### src/rtl/ex_divider_pkg.sv
// Shared definitions for the EX-stage integer divider.
//   DATA_BUS          : width of the integer data bus
//   div_state_e       : divider FSM encodings (DIV_IDLE / DIV_BUSY / DIV_DONE)
//   DIV_ZERO_QUOTIENT : quotient returned for a zero divisor
package ex_divider_pkg;

   localparam int DATA_BUS = 32;

   typedef enum logic [1:0] {
      DIV_IDLE = 2'd0,
      DIV_BUSY = 2'd1,
      DIV_DONE = 2'd2
   } div_state_e;

   localparam logic [DATA_BUS-1:0] DIV_ZERO_QUOTIENT = 32'hffff_ffff;

endpackage

### src/rtl/ex_divider_div_step.sv
// One restoring-division iteration: shift {rem, quo} left by one, trial
// subtract the divisor from the partial remainder, keep the difference and
// set the new quotient bit when it does not go negative.
//   rem_in / quo_in   : partial remainder and dividend/quotient shift register
//   divisor           : divisor magnitude
//   rem_out / quo_out : values after this step
module ex_divider_div_step
   import ex_divider_pkg::*;
#(
   parameter int DATA_WIDTH = DATA_BUS
) (
   input  logic [DATA_WIDTH-1:0] rem_in,
   input  logic [DATA_WIDTH-1:0] quo_in,
   input  logic [DATA_WIDTH-1:0] divisor,
   output logic [DATA_WIDTH-1:0] rem_out,
   output logic [DATA_WIDTH-1:0] quo_out
);

   logic [DATA_WIDTH:0] rem_shift;
   logic [DATA_WIDTH:0] diff;

   // The shifted remainder can exceed DATA_WIDTH bits, so the trial subtract
   // is one bit wider. Because rem_shift < 2*divisor, the top bit of the
   // difference is a reliable borrow flag.
   always_comb begin
      rem_shift = {rem_in, quo_in[DATA_WIDTH-1]};
      diff      = rem_shift - {1'b0, divisor};
      if (!diff[DATA_WIDTH]) begin
         rem_out = diff[DATA_WIDTH-1:0];
         quo_out = {quo_in[DATA_WIDTH-2:0], 1'b1};
      end else begin
         rem_out = rem_shift[DATA_WIDTH-1:0];
         quo_out = {quo_in[DATA_WIDTH-2:0], 1'b0};
      end
   end

endmodule

### src/rtl/ex_divider.sv
// Multi-cycle DIV/DIVU unit for the EX stage. Divides magnitudes with one
// restoring step per cycle and applies signs on the way out. Requests a
// pipeline stall while a division is in flight.
//   clk, rst      : clock, synchronous active-high reset
//   flush         : abort any division, return to IDLE
//   stall_all     : hold the DONE result while the pipeline is frozen
//   start         : EX holds a DIV/DIVU (kept high while EX stalls)
//   is_signed     : 1 = DIV, 0 = DIVU
//   operand_a/b   : dividend / divisor, sampled with start in IDLE
//   stall_request : combinational stall request to the controller
//   done          : result valid this cycle
//   result_hi/lo  : remainder / quotient
module ex_divider
   import ex_divider_pkg::*;
#(
   parameter int DATA_WIDTH = DATA_BUS,
   parameter int CNT_WIDTH  = 5
) (
   input  logic                  clk,
   input  logic                  rst,
   input  logic                  flush,
   input  logic                  stall_all,
   input  logic                  start,
   input  logic                  is_signed,
   input  logic [DATA_WIDTH-1:0] operand_a,
   input  logic [DATA_WIDTH-1:0] operand_b,
   output logic                  stall_request,
   output logic                  done,
   output logic [DATA_WIDTH-1:0] result_hi,
   output logic [DATA_WIDTH-1:0] result_lo
);

   localparam logic [CNT_WIDTH-1:0]  CNT_LAST    = CNT_WIDTH'(DATA_WIDTH - 1);
   localparam logic [DATA_WIDTH-1:0] ZERO_DIV_QUO = DATA_WIDTH'(DIV_ZERO_QUOTIENT);

   function automatic logic [DATA_WIDTH-1:0] cond_negate(
      input logic [DATA_WIDTH-1:0] value,
      input logic                  neg
   );
      return neg ? -value : value;
   endfunction

   div_state_e            state;
   div_state_e            state_next;
   logic [CNT_WIDTH-1:0]  counter;

   logic [DATA_WIDTH-1:0] rem;
   logic [DATA_WIDTH-1:0] quo;
   logic [DATA_WIDTH-1:0] divisor;
   logic                  neg_quo;
   logic                  neg_rem;

   logic [DATA_WIDTH-1:0] step_rem;
   logic [DATA_WIDTH-1:0] step_quo;

   logic                  sign_a;
   logic                  sign_b;
   logic                  accept;

   assign sign_a = is_signed & operand_a[DATA_WIDTH-1];
   assign sign_b = is_signed & operand_b[DATA_WIDTH-1];
   assign accept = (state == DIV_IDLE) & start & ~flush;

   ex_divider_div_step #(
      .DATA_WIDTH(DATA_WIDTH)
   ) u_div_step (
      .rem_in (rem),
      .quo_in (quo),
      .divisor(divisor),
      .rem_out(step_rem),
      .quo_out(step_quo)
   );

   // State register and iteration counter
   always_ff @(posedge clk) begin
      if (rst) begin
         state   <= DIV_IDLE;
         counter <= '0;
      end else begin
         state <= state_next;
         if (state == DIV_BUSY) begin
            counter <= counter + 1'b1;
         end else begin
            counter <= '0;
         end
      end
   end

   // Next-state logic; flush overrides everything, and a dropped start
   // in BUSY means the instruction left EX, so the division is abandoned.
   always_comb begin
      state_next = state;
      if (flush) begin
         state_next = DIV_IDLE;
      end else begin
         case (state)
            DIV_IDLE: begin
               if (start) begin
                  state_next = (operand_b == '0) ? DIV_DONE : DIV_BUSY;
               end
            end
            DIV_BUSY: begin
               if (!start) begin
                  state_next = DIV_IDLE;
               end else if (counter == CNT_LAST) begin
                  state_next = DIV_DONE;
               end
            end
            DIV_DONE: begin
               if (!stall_all) begin
                  state_next = DIV_IDLE;
               end
            end
            default: state_next = DIV_IDLE;
         endcase
      end
   end

   // Datapath registers; outputs are gated by state, so no reset is needed.
   // A zero divisor loads the final results directly with no sign fix-up.
   always_ff @(posedge clk) begin
      if (accept) begin
         if (operand_b == '0) begin
            quo     <= ZERO_DIV_QUO;
            rem     <= operand_a;
            divisor <= operand_b;
            neg_quo <= 1'b0;
            neg_rem <= 1'b0;
         end else begin
            quo     <= cond_negate(operand_a, sign_a);
            rem     <= '0;
            divisor <= cond_negate(operand_b, sign_b);
            neg_quo <= sign_a ^ sign_b;
            neg_rem <= sign_a;
         end
      end else if (state == DIV_BUSY) begin
         rem <= step_rem;
         quo <= step_quo;
      end
   end

   // Outputs
   always_comb begin
      done          = (state == DIV_DONE);
      result_lo     = '0;
      result_hi     = '0;
      stall_request = start & (state != DIV_DONE) & ~flush;
      if (state == DIV_DONE) begin
         result_lo = cond_negate(quo, neg_quo);
         result_hi = cond_negate(rem, neg_rem);
      end
   end

endmodule

### config.mk
export PLATFORM = sky130hd
export DESIGN_NAME = ex_divider
export DESIGN_NICKNAME = d
export VERILOG_FILES = /design/src/rtl/ex_divider_pkg.sv /design/src/rtl/ex_divider_div_step.sv /design/src/rtl/ex_divider.sv
export SDC_FILE = /design/constraint.sdc
export NUM_CORES = 1
export LEC_CHECK = 0
export ABC_AREA = 0
export BUFFER_PORTS_ARGS = -buffer_cell sky130_fd_sc_hd__buf_2
export CORE_ASPECT_RATIO = 0.8
export CORE_MARGIN = 4
export CORE_UTILIZATION = 50
export CTS_BUF_LIST = sky130_fd_sc_hd__clkbuf_8
export DETAILED_ROUTE_END_ITERATION = 10
export GPL_ROUTABILITY_DRIVEN = 1
export PLACE_DENSITY = 0.81
export SYNTH_ARGS = -nofsm -noshare
export SYNTH_HDL_FRONTEND = slang
export SYNTH_SLANG_ARGS = --single-unit
### constraint.sdc
create_clock -name clk -period 7.7 [get_ports clk]
set_clock_uncertainty 0.2 [all_clocks]
set_input_delay 0.77 -clock clk [delete_from_list [all_inputs] [get_ports clk]]
set_output_delay 0.77 -clock clk [all_outputs]
set_load 0.02 [all_outputs]
# Yosys cells after proc, flatten, opt, wreduce, memory -nomap -nowiden
# Cells that the tools add are included.
# word_totals
ff_bits	105
in_bits	70
out_inout_bits	66
# classes
n_addsub	6
eq_ne	7
muxes	21
bitwise	9
reduce_logical	6
# ops
op	n
32-bit two-way mux	14
32-bit negation	4
33-bit by 32-bit subtractor with 33-bit output	1
32-bit zero test	1
2-bit two-way mux	5
1-bit bitwise AND	6
2-bit != test, second input constant	3
2-bit one-hot mux with 3 select lines	1
5-bit by 1-bit adder with 5-bit output, second input constant	1
5-bit equality test, second input constant	1
2-bit OR reduction	2
3-bit != test, second input constant	1
3-bit AND reduction	1
2-bit by 1-bit equality test with 1-bit output, second input constant	1
2-bit equality test, second input constant	1
2-bit zero test	1
1-bit inverter	2
2-bit nonzero test	1
1-bit two-way mux	1
1-bit XOR	1

# Longest topological paths before layout
# Gate-level depths: netlist of the first run.
# logic_depth
word_depth	4
mapped_depth	15
ltp_nobuf	12

# Cells and area by module
# A second synthesis of the first run with hierarchy kept.
# hier_totals
hier_cells	1123
hier_area_um2	9658.0
# modules_own_cells
mod	instances	cells_each	area_each_um2
ex_divider	1	787	7066.8
ex_divider_div_step	1	336	2591.2

# Worst setup path before layout of the first run
# No wires, ideal clock.
# synth_timing
path_type	input port to flip-flop
from	input port flush
to	register quo[0] (enable)
t_arrival_ns	4.086
t_required_ns	6.993
path_slack_ns	2.907
path_stages	2
path_buffers	0
path_cell_list	nand2b_1 -> a21oi_1
# synth_between
elab_chain_len	3
# synth_lines
item	line	source
start, declared	ex_divider.sv:21	input logic flush,
1-bit inverter	ex_divider.sv:62	assign accept = (state == DIV_IDLE) & start & ~flush;
1-bit bitwise AND	ex_divider.sv:62	
2-bit nonzero test (no source line)	n/a	
end signal, assigned	ex_divider.sv:130	quo <= cond_negate(operand_a, sign_a);
end signal, assigned	ex_divider.sv:138	quo <= step_quo;
end, declared	ex_divider.sv:48	logic [DATA_WIDTH-1:0] quo;
# Every way passes these cells.
# A chain may end at the register's enable or synchronous reset.

# Final worst setup path of the first run
# layout_timing
from	register rem[4]
to	output port result_hi[29]
# layout_between
elab_chain_len	3
# layout_lines
item	line	source
start, declared	ex_divider.sv:47	logic [DATA_WIDTH-1:0] rem;
start signal, assigned	ex_divider.sv:125	rem <= operand_a;
start signal, assigned	ex_divider.sv:137	rem <= step_rem;
32-bit negation	ex_divider.sv:40	return neg ? -value : value;
32-bit two-way mux	ex_divider.sv:40	
32-bit two-way mux	ex_divider.sv:148	if (state == DIV_DONE) begin
end, declared	ex_divider.sv:29	output logic [DATA_WIDTH-1:0] result_hi,
# Every way passes these cells.

==> metrics, run 1 <==
status complete, no violations; TritonRoute pass-1 iters 7; Hold Path Cell Cnt 1; Clock Path Buffers 2; fin cells 1366; fmax 192.2 MHz; slowest CP cell edfxtp_1; Static Leak 4.079 nW; CTS Buf Count 9; Distinct cells, synth 54; pin count of the biggest net entering global routing 89; Synth Flop Type edfxtp_1; All-Layer GR Usage 0.2418; register area share after synthesis 0.3486; residual DRC count 0; Reg clk slew, reported paths 110 ps; Worst setup EP type output port; Max stage delay on crit path 490 ps; final wirelength 24040 microns; fin crit share 0.6756; synthesized instance count 1030; Inst Count DP 1350; Die Y 127.0 microns; Synth area leader edfxtp_1; Area growth syn-to-layout 11.77%; crit path max fanout 5; Post-Syn Area 8843 sq um; Routed WL per cell 17.60 microns; antenna violations before repair 0; via count 8115; net switching power 0.0007169 W; initial core utilization 0.5105; I/O pin count 136; clock latency on the worst-skew pair 400 ps; crit path cell chain nor4_1 > nand4b_1 > or3_1 > or4_1 > or3_1 > or4_4 > o41ai_2 > xor2_1 > nor2_1 > buf_2; synthesized net count 1139; clock root buffer clkbuf_8; Num Clock Sinks 105; number of setup buffers added after CTS 0; # diodes 0; Top cell by count, worst path or3_1; overall overflow remaining after global route 0; Slew @ Worst Pin 1175 ps; Max VDD drop 112.5 uV; first-pass GRT wire length 39030 microns; Slew headroom 0.2141; DP Wirelength 18320 microns; maxcap violations 0; Slew Limit Fails 0; Post-synth ARST share 0; final setup TNS 0 ps; Gate power share 0.380; synth warn 0; Post-synth EDFFs 98; number of global-route vias before repair 7681; row count 43; Synth top area share 0.3328; CTS resizes 0; core box area 17320 sq um; Area contributors post-synth edfxtp_1, xor2_1, xnor2_1, nor2_1, ha_1; clock share of power 0.191; worst path arrival time 4230 ps; Hold Crit Class reg2reg; layout cells sized above 1 0.1534; sequential share of power 0.430; pwr/cell area 191.3 nW/um^2; classification of the worst setup path reg2out; Hold-fix buffers, CTS 0; RSZ-0062 raised after global routing no; nets 1245; Synth Register Bits 105; internal power component 0.001174 W; mean post-synth cell area 8.586 sq um; Final GP Congestion 0.9167; CP required 6730 ps; Initial DRC Count 886; CTS tree done; Final Critical Period 5202 ps; Die Footprint 19890 sq um; PortBufs 135; # H-tree levels 3; via/cell ratio 5.941; reg2reg path depth 13; setup violators final 0; antenna-violating nets left 0; die width 156.7 microns; Switching Share 0.3791; startpoint types flop; most frequent cell after synthesis nor2_1; commonest cells in the netlist nor2_1, edfxtp_1, xor2_1, nand2_1, o21ai_0; final hold vios 0
-- power groups by stage --
stage	logic [W]	registers [W]	clock network, W
after global routing	0.000803	0.000821	0.000391
final	0.000718	0.000813	0.000360
after global placement	0.000696	0.000820	0
after CTS	0.000711	0.000810	0.000364
after floorplan	0.000545	0.000788	0
after detailed placement	0.000706	0.000823	0
-- per-layer routing --
layer,track usage,part of all wire
met1,0.3499,0.46
met2,0.3799,0.46
met3,0.04195,0.067
met4,0.05408,0.015
met5,0,0
-- through the flow --
step,worst slack (ps),power (W),hold slack (ps),utilization,cell area [sq um]
3_5_place_dp,2969,0.001529,248.9,0.5594,9691
6_report,2498,0.001891,270.9,0.5706,9884
2_1_floorplan,2907,0.001334,217.6,-,8843
3_3_place_gp,2931,0.001516,235.2,0.5594,9691
5_1_grt,2216,0.002014,309.8,0.5706,9884
4_1_cts,2492,0.001885,273.5,0.5706,9884
-- final cells by class --
class	count	area, sq um
timing repair buffer	140	713.2
tap	225	281.5
clock buffer	9	123.9
clock inverter	7	70.07
fill	1592	7440
multi-input combinational	828	5416
sequential	105	3083
inverter	52	196.4
-- critical path, delay by kind of cell, from the launching register on --
family	cells	cell delay, ps
buffers and inverters	1	200
DFF	1	490
xor gates and xnor gates	1	170
and+or+nand+nor	7	2740
AOI/OAI and AO/OA	1	240
-- cells by family after synthesis --
kind of cell | Yosys count | share of synthesized area
compound gates | 260 | 0.1886
xor+xnor | 146 | 0.1446
fa+ha+maj | 39 | 0.05603
buf+inv | 97 | 0.04131
flops | 105 | 0.3486
mux | 23 | 0.02603
simple gates | 360 | 0.1948
-- state kept, by name, summed over array words and instances, names as in the netlist --
name     cells
counter      5
divisor     32
neg_quo      1
neg_rem      1
quo         32
rem         32
state        2
-- final timing paths --
kind / from / endpoint / slack, ps
min: counter[0]$_SDFF_PP0_ / counter[0]$_SDFF_PP0_ / 270
max: rem[4]$_DFFE_PP_ / result_hi[29] / 2500
max reg2reg: quo[31]$_DFFE_PP_ / rem[15]$_DFFE_PP_ / 3030
min reg2reg: counter[0]$_SDFF_PP0_ / counter[0]$_SDFF_PP0_ / 270
-- layout by cell type (no fill, tap or decap), types with 3 or more instances in the layout --
cell type	n
clkbuf_8	9
o21a_1	4
and2_1	8
edfxtp_1	98
a31oi_1	23
or4_1	15
ha_1	38
mux2i_1	23
or3_4	4
inv_1	51
nand2_1	84
nor2b_1	10
nor3_1	18
buf_2	135
o2111ai_1	3
o22a_1	16
or4_4	4
o41ai_1	12
o211ai_1	7
xnor2_1	56
buf_4	5
nand2b_1	10
a21o_1	10
dfxtp_1	7
nor2_1	126
or3_1	14
nand3_1	31
or2_2	3
o31ai_1	28
nor4_1	10
a21oi_1	59
xor2_1	90
nand4_1	5
and3_1	12
a21boi_0	3
o21ai_0	73
No activity file was read; power rests on OpenSTA's default activity.
==> run 2: changes to the inputs <==
Settings changed: ABC_AREA 0 to 1, PLACE_DENSITY 0.81 to 0.82.
Clock period 7.7 ns to 4.4 ns, I/O delays scaled along.
==> run 2 against run 1 <==
  * Total power up 79%
  * Via count grew 39%
  * Design area rose by 19%
  * Critical endpoint is now result_hi[28]
  * Register-to-register slack got worse by 1800 ps
  * Sequential share of layout area down 5.1 points
  * Global-route usage up 2.8 points
  * First-iteration DRC count rose by 19%
  * Highest routed layer is now met5
  * Sequential power is 66% higher
  * Non-clock buffer count rose by 6
==> metrics, run 2 <==
initial core utilization 0.5144 (+0.003882); I/O pin count 136 (unchanged); Hold Crit Class in2reg; Area contributors post-synth edfxtp_1, nand2_1, inv_1, nor2_1, nand3_1; Clock Path Buffers 2 (unchanged); Post-synth ARST share 0 (unchanged); status complete, no violations; crit path max fanout 5 (unchanged); hold path start operand_b[0]; fin crit share 0.8129; Worst setup EP type output port; Final GP Congestion 0.9868 (+7.6%); synth warn 0 (unchanged); via/cell ratio 5.427 (-8.6%); Synth Register Bits 105 (unchanged); commonest cells in the netlist nand2_1, inv_1, nor2_1, nand3_1, edfxtp_1; Slew headroom 0.4374 (+0.2233); final setup TNS 0 ps (unchanged); clock root buffer clkbuf_8; most frequent cell after synthesis nand2_1; Top Usage Layer GRT met2; sequential share of power 0.399 (-0.031); synthesized net count 1801 (+58%); number of setup buffers added after CTS 0 (unchanged); Initial DRC Count 1057 (+19%); number of global-route vias before repair 10201 (+33%); maxcap violations 0 (unchanged); Reg clk slew, reported paths 110 ps (about the same); Slew Limit Fails 0 (unchanged); Num Clock Sinks 105 (unchanged); Post-synth EDFFs 98 (unchanged); CTS resizes 0 (unchanged); Synth top area share 0.2741 (-0.05871); Distinct cells, synth 51 (-5.6%); overall overflow remaining after global route 0 (unchanged); antenna-violating nets left 0 (unchanged); row count 47 (+9.3%); Die Footprint 23900 sq um (+20%); antenna violations before repair 4 (+4); Die Y 139.1 microns (+9.6%); Post-Syn Area 10740 sq um (+21%); met1 Usage GRT 0.3975 (+0.04763); met2 usage 0.4061 (+0.02619); GR Layer Usage met3 0.05871 (+0.01676); Slew @ Worst Pin 843.9 ps (-330.8 ps); pin count of the biggest net entering global routing 56 (-37%); most frequent cells in the layout nand2_1, inv_1, nor2_1, nand3_1, buf_2; total power 0.003376 W (+79%); final hold vios 0 (unchanged); CTS tree done; Static Leak 5.920 nW (+45%); clock share of power 0.175 (-0.016); pwr/cell area 286.2 nW/um^2 (+50%); core box area 20880 sq um (+21%); layout cells sized above 1 0.1258 (-0.02762); register area share after synthesis 0.2871 (-0.06150); final wirelength 32600 microns (+36%); Routed WL per cell 15.64 microns (-11%); Max VDD drop 159.1 uV (+41%); via count 11310 (+39%); Switching Share 0.4291 (+0.05000); worst path arrival time 2940 ps (-1290 ps); CTS Buf Count 9 (unchanged); nets 1917 (+54%); Synth Flop Type edfxtp_1; DP Wirelength 25990 microns (+42%); Reg2Reg Launch Point quo[31]$_DFFE_PP_; Layout Utilization 0.5651 (-0.005504); All-Layer GR Usage 0.2696 (+0.02784); classification of the worst setup path reg2out; first-pass GRT wire length 51950 microns (+33%); Hold-fix buffers, CTS 0 (unchanged); Final Critical Period 3577 ps; Largest regs divisor: 32 flops, quo: 32 flops, rem: 32 flops; TritonRoute pass-1 iters 6 (-1); startpoint types flop; Area growth syn-to-layout 9.858%; synthesized instance count 1692 (+64%); net switching power 0.001448 W (+100%); CP required 3760 ps (-2970 ps); leading cell type in the layout, fill and taps excluded nand2_1; Synth area leader edfxtp_1; mean post-synth cell area 6.346 sq um (-26%); RSZ-0062 raised after global routing no; # H-tree levels 3 (unchanged); fmax 279.6 MHz; clock latency on the worst-skew pair 410 ps (about the same); internal power component 0.001927 W (+64%); residual DRC count 0 (unchanged); die width 171.8 microns (+9.7%); Hold Slack 49.77 ps (-221.1 ps); setup violators final 0 (unchanged); Gate power share 0.426 (+0.046); PortBufs 135 (unchanged); CP startpoint rem[0]$_DFFE_PP_
==> run 2: area by class of cell <==
type                       count  area [sq um]
antenna                        2         5.005
clock buffer                   9         123.9
clock inverter                 7         43.79
fill                        2026          9080
inverter                     286          1076
multi-input combinational   1260          6370
sequential                   105          3083
tap                          269         336.6
timing repair buffer         146         758.2
==> run 2: power groups by stage <==
stage	clock (W)	sequential (W)	combinational (W)
floorplan	0	0.00133	0.00109
global placement	0	0.00136	0.00138
detailed placement	0	0.00137	0.00141
CTS	0.000593	0.00134	0.00142
global route	0.000630	0.00135	0.00163
finish	0.000591	0.00135	0.00144
==> run 2: per-stage QoR <==
stage	cell area (sq um)	instances	setup slack, ps
after CTS	11790	2082	875.2
after global placement	11620	2066	1352
final	11800	2084	823.2
after detailed placement	11620	2066	1290
after floorplan	10740	1692	1378
after global routing	11790	2083	586.9
==> run 2: path summary, 6_finish.rpt <==
| kind | depth (start not counted) | end | slack, ps |
|---|---|---|---|
| setup / recovery | 12 | result_hi[28] | 820 |
| hold reg to reg | 1 | counter[0]$_SDFF_PP0_ | 270 |
| hold / removal | 1 | divisor[0]$_DFFE_PP_ | 50 |
| setup reg to reg | 17 | rem[12]$_DFFE_PP_ | 1250 |
==> run 2: cell families after synthesis <==
logic type / after synthesis / share of synthesized area
and+or+nand+nor: 952 / 0.3792
xor gates and xnor gates: 61 / 0.04976
AOI/OAI and AO/OA: 208 / 0.1170
DFF: 105 / 0.2871
adders and majority gates: 39 / 0.04614
buffers and inverters: 327 / 0.1208
==> run 2: worst max-delay path, stage by stage (launching register included) <==
cell and delay, ps:
edfxtp_1 440, inv_2 130, ha_1 210, nand3_2 130
nor2_2 190, nand2_1 110, nor2_2 210, nand2_1 150
nor2_1 250, o21ai_0 160, nand2_1 90, nor3b_1 240
buf_2 220
==> run 2: per-layer routing <==
| metal | vias up | wire length [microns] |
|---|---|---|
| li1 | 5661 | - |
| met2 | 548 | 13950 |
| met4 | 6 | 652 |
| met3 | 50 | 3522 |
| met1 | 5045 | 14440 |
| met5 | - | 34 |
==> run 3: changes to the inputs <==
Settings changed: PLACE_DENSITY 0.82 to 0.79.
Clock period 4.4 ns to 3.65 ns, I/O delays scaled along.
==> run 3 against run 2 <==
  * Global-route usage rose by 0.17 points
  * Critical path depth rose by 3
  * Register-to-register slack got worse by 770 ps
  * Die area did not move
  * Critical endpoint is now result_lo[30]
  * Combinational power rose by 22%
  * Core utilization rose by 0.38 points
  * Final cell count barely moved
  * Non-clock buffer count rose by 3
  * Design area rose by 0.68%
  * Routed wire length rose by 1.3%
  * Highest routed layer unchanged
==> metrics, run 3 (same netlist as run 2, synthesis figures left out) <==
via count 11451 (+1.2%); Post-Place Cell Area 11650 sq um (+0.24%); via/cell ratio 5.489 (+1.1%); PortBufs 135 (unchanged); worst path arrival time 2860 ps (-80 ps); most frequent cells in the layout nand2_1, inv_1, nor2_1, nand3_1, buf_2; DP Wirelength 26380 microns (+1.5%); residual DRC count 0 (unchanged); crit path max fanout 5 (unchanged); highest metal used met5; internal power component 0.002352 W (+22%); Worst setup EP type output port; final std cell area, no fill 11880 sq um (+0.68%); # H-tree levels 3 (unchanged); nets 1920 (+0.16%); reg2reg path depth 17 (unchanged); classification of the worst setup path reg2out; hold path start rst; row count 47 (unchanged); Die Footprint 23900 sq um (unchanged); sequential share of power 0.388 (-0.011); Worst R2R End rem[28]$_DFFE_PP_; TritonRoute pass-1 iters 6 (unchanged); RSZ-0062 raised after global routing no; Routed WL per cell 15.83 microns (+1.2%); total power 0.004159 W (+23%); status complete, no violations; pin count of the biggest net entering global routing 63 (+13%); Max VDD drop 215.2 uV (+35%); initial core utilization 0.5144 (unchanged); Num Clock Sinks 105 (unchanged); Reg2Reg Launch Point quo[31]$_DFFE_PP_; maxcap violations 0 (unchanged); net switching power 0.001807 W (+25%); Area growth syn-to-layout 10.60%; DR WL met2 14180 microns (+1.7%); Slew Limit Fails 0 (unchanged); Static Leak 5.944 nW (+0.39%); Clock Path Buffers 2 (unchanged); setup violators final 0 (unchanged); overall overflow remaining after global route 0 (unchanged); All-Layer GR Usage 0.2713 (+0.001711); Hold Path End state[0]$_SDFFE_PP0P_; fin crit share 0.9395; core box area 20880 sq um (unchanged); CP required 3080 ps (-680 ps); Final GP Congestion 0.9699 (-1.7%); metal3 WL 3801 microns (+7.9%); Final Critical Period 3429 ps; Hold Crit Class in2reg; layout cells sized above 1 0.1283 (+0.002546); leading cell type in the layout, fill and taps excluded nand2_1; Reg clk slew, reported paths 130 ps (+20 ps); # fillers 2068 (+2.1%); Switching Share 0.4344 (+0.005355); number of setup buffers added after CTS 0 (unchanged); I/O pin count 136 (unchanged); final hold vios 0 (unchanged); clock latency on the worst-skew pair 420 ps (about the same); first-pass GRT wire length 52300 microns (+0.66%); Metal-1 WL 14440 microns (about the same); Largest regs divisor: 32 flops, quo: 32 flops, rem: 32 flops; final wirelength 33020 microns (+1.3%); final setup TNS 0 ps (unchanged); Die Y 139.1 microns (unchanged); Hold Path Cell Cnt 4 (+3); startpoint types flop; Slew headroom 0.4581 (+0.02068); die width 171.8 microns (unchanged); Gate power share 0.424 (-0.002); clock share of power 0.188 (+0.013); pwr/cell area 350.2 nW/um^2 (+22%); Initial DRC Count 1137 (+7.6%); fmax 291.6 MHz; R2R Setup Slk 480 ps (-770 ps); number of global-route vias before repair 10371 (+1.7%); antenna-violating nets left 0 (unchanged); antenna violations before repair 4 (unchanged); clock root buffer clkbuf_8; Slew @ Worst Pin 804.4 ps (-39.51 ps); CTS tree done; CTS Buf Count 9 (unchanged)
-- run 3: cell count changes in the layout (fill, tap and decap cells not counted), moves of 2 or more --
| cell | previous run | this run |
|---|---|---|
| clkinv_8 | 0 | 2 |
| inv_4 | 3 | 1 |
| clkinv_2 | 2 | 0 |
| inv_8 | 0 | 2 |
| clkinv_4 | 0 | 2 |
-- run 3: power by group through the flow --
stage / Combinational [W] / Sequential, W / Clock [W]
after detailed placement: 0.00172 / 0.00164 / 0
after global placement: 0.00168 / 0.00164 / 0
after CTS: 0.00173 / 0.00161 / 0.000792
after floorplan: 0.00131 / 0.00160 / 0
final: 0.00176 / 0.00161 / 0.000783
after global routing: 0.00198 / 0.00163 / 0.000837
-- run 3: worst max-delay path, cell delays in order, from the launching register on --
cell,delay [ps]
edfxtp_1,390
inv_1,140
ha_2,290
inv_1,100
nor3_4,240
nand2_1,140
inv_1,100
nand3_1,90
nand2_1,130
o21ai_1,140
a21oi_2,220
nand2_1,80
nand2_1,60
inv_1,30
nor2_1,110
buf_2,180
-- run 3: worst max-delay path by stage --
stage                          startpoint                end  cells after the start
CTS                      quo[0]$_DFFE_PP_      result_lo[24]                     13
global placement        quo[31]$_DFFE_PP_  rem[22]$_DFFE_PP_                     17
finish                   quo[0]$_DFFE_PP_      result_lo[30]                     15
global route             rem[1]$_DFFE_PP_      result_hi[26]                     13
floorplan           state[0]$_SDFFE_PP0P_   quo[0]$_DFFE_PP_                      6
detailed placement      quo[31]$_DFFE_PP_  rem[19]$_DFFE_PP_                     17
-- run 3: cell type report --
type / instances / area [sq um] / share of cell area
Inverter: 286 / 1076 / 0.09060
Antenna cell: 1 / 2.502 / 0.0002107
Clock inverter: 7 / 81.33 / 0.006848
Timing Repair Buffer: 149 / 795.8 / 0.06700
Clock buffer: 9 / 123.9 / 0.01043
Tap cell: 269 / 336.6 / 0.02834
Sequential cell: 105 / 3083 / 0.2596
Multi-Input combinational cell: 1260 / 6377 / 0.5370
-- run 3: layer usage --
metal,track usage,vias up
met3,0.07096,44
li1,-,5680
met2,0.4129,533
met1,0.3922,5190
met5,0,-
met4,0.05335,4
-- run 3: repair_timing --
action,4_1_cts,5_1_grt
hold buffers,1,0
hold endpoints to repair,1,0
resized for setup,0,2
endpoints found under the setup margin,0,3
-- run 3: through the flow --
step	utilization	std cells	hold slack (ps)	setup slack, ps
4_1_cts	0.5684	2085	0.8947	154.9
6_report	0.5689	2086	16.51	221.0
3_3_place_gp	0.5581	2068	232.6	650.0
5_1_grt	0.5689	2086	25.13	14.34
2_1_floorplan	-	1692	217.6	691.5
3_5_place_dp	0.5581	2068	238.8	539.7
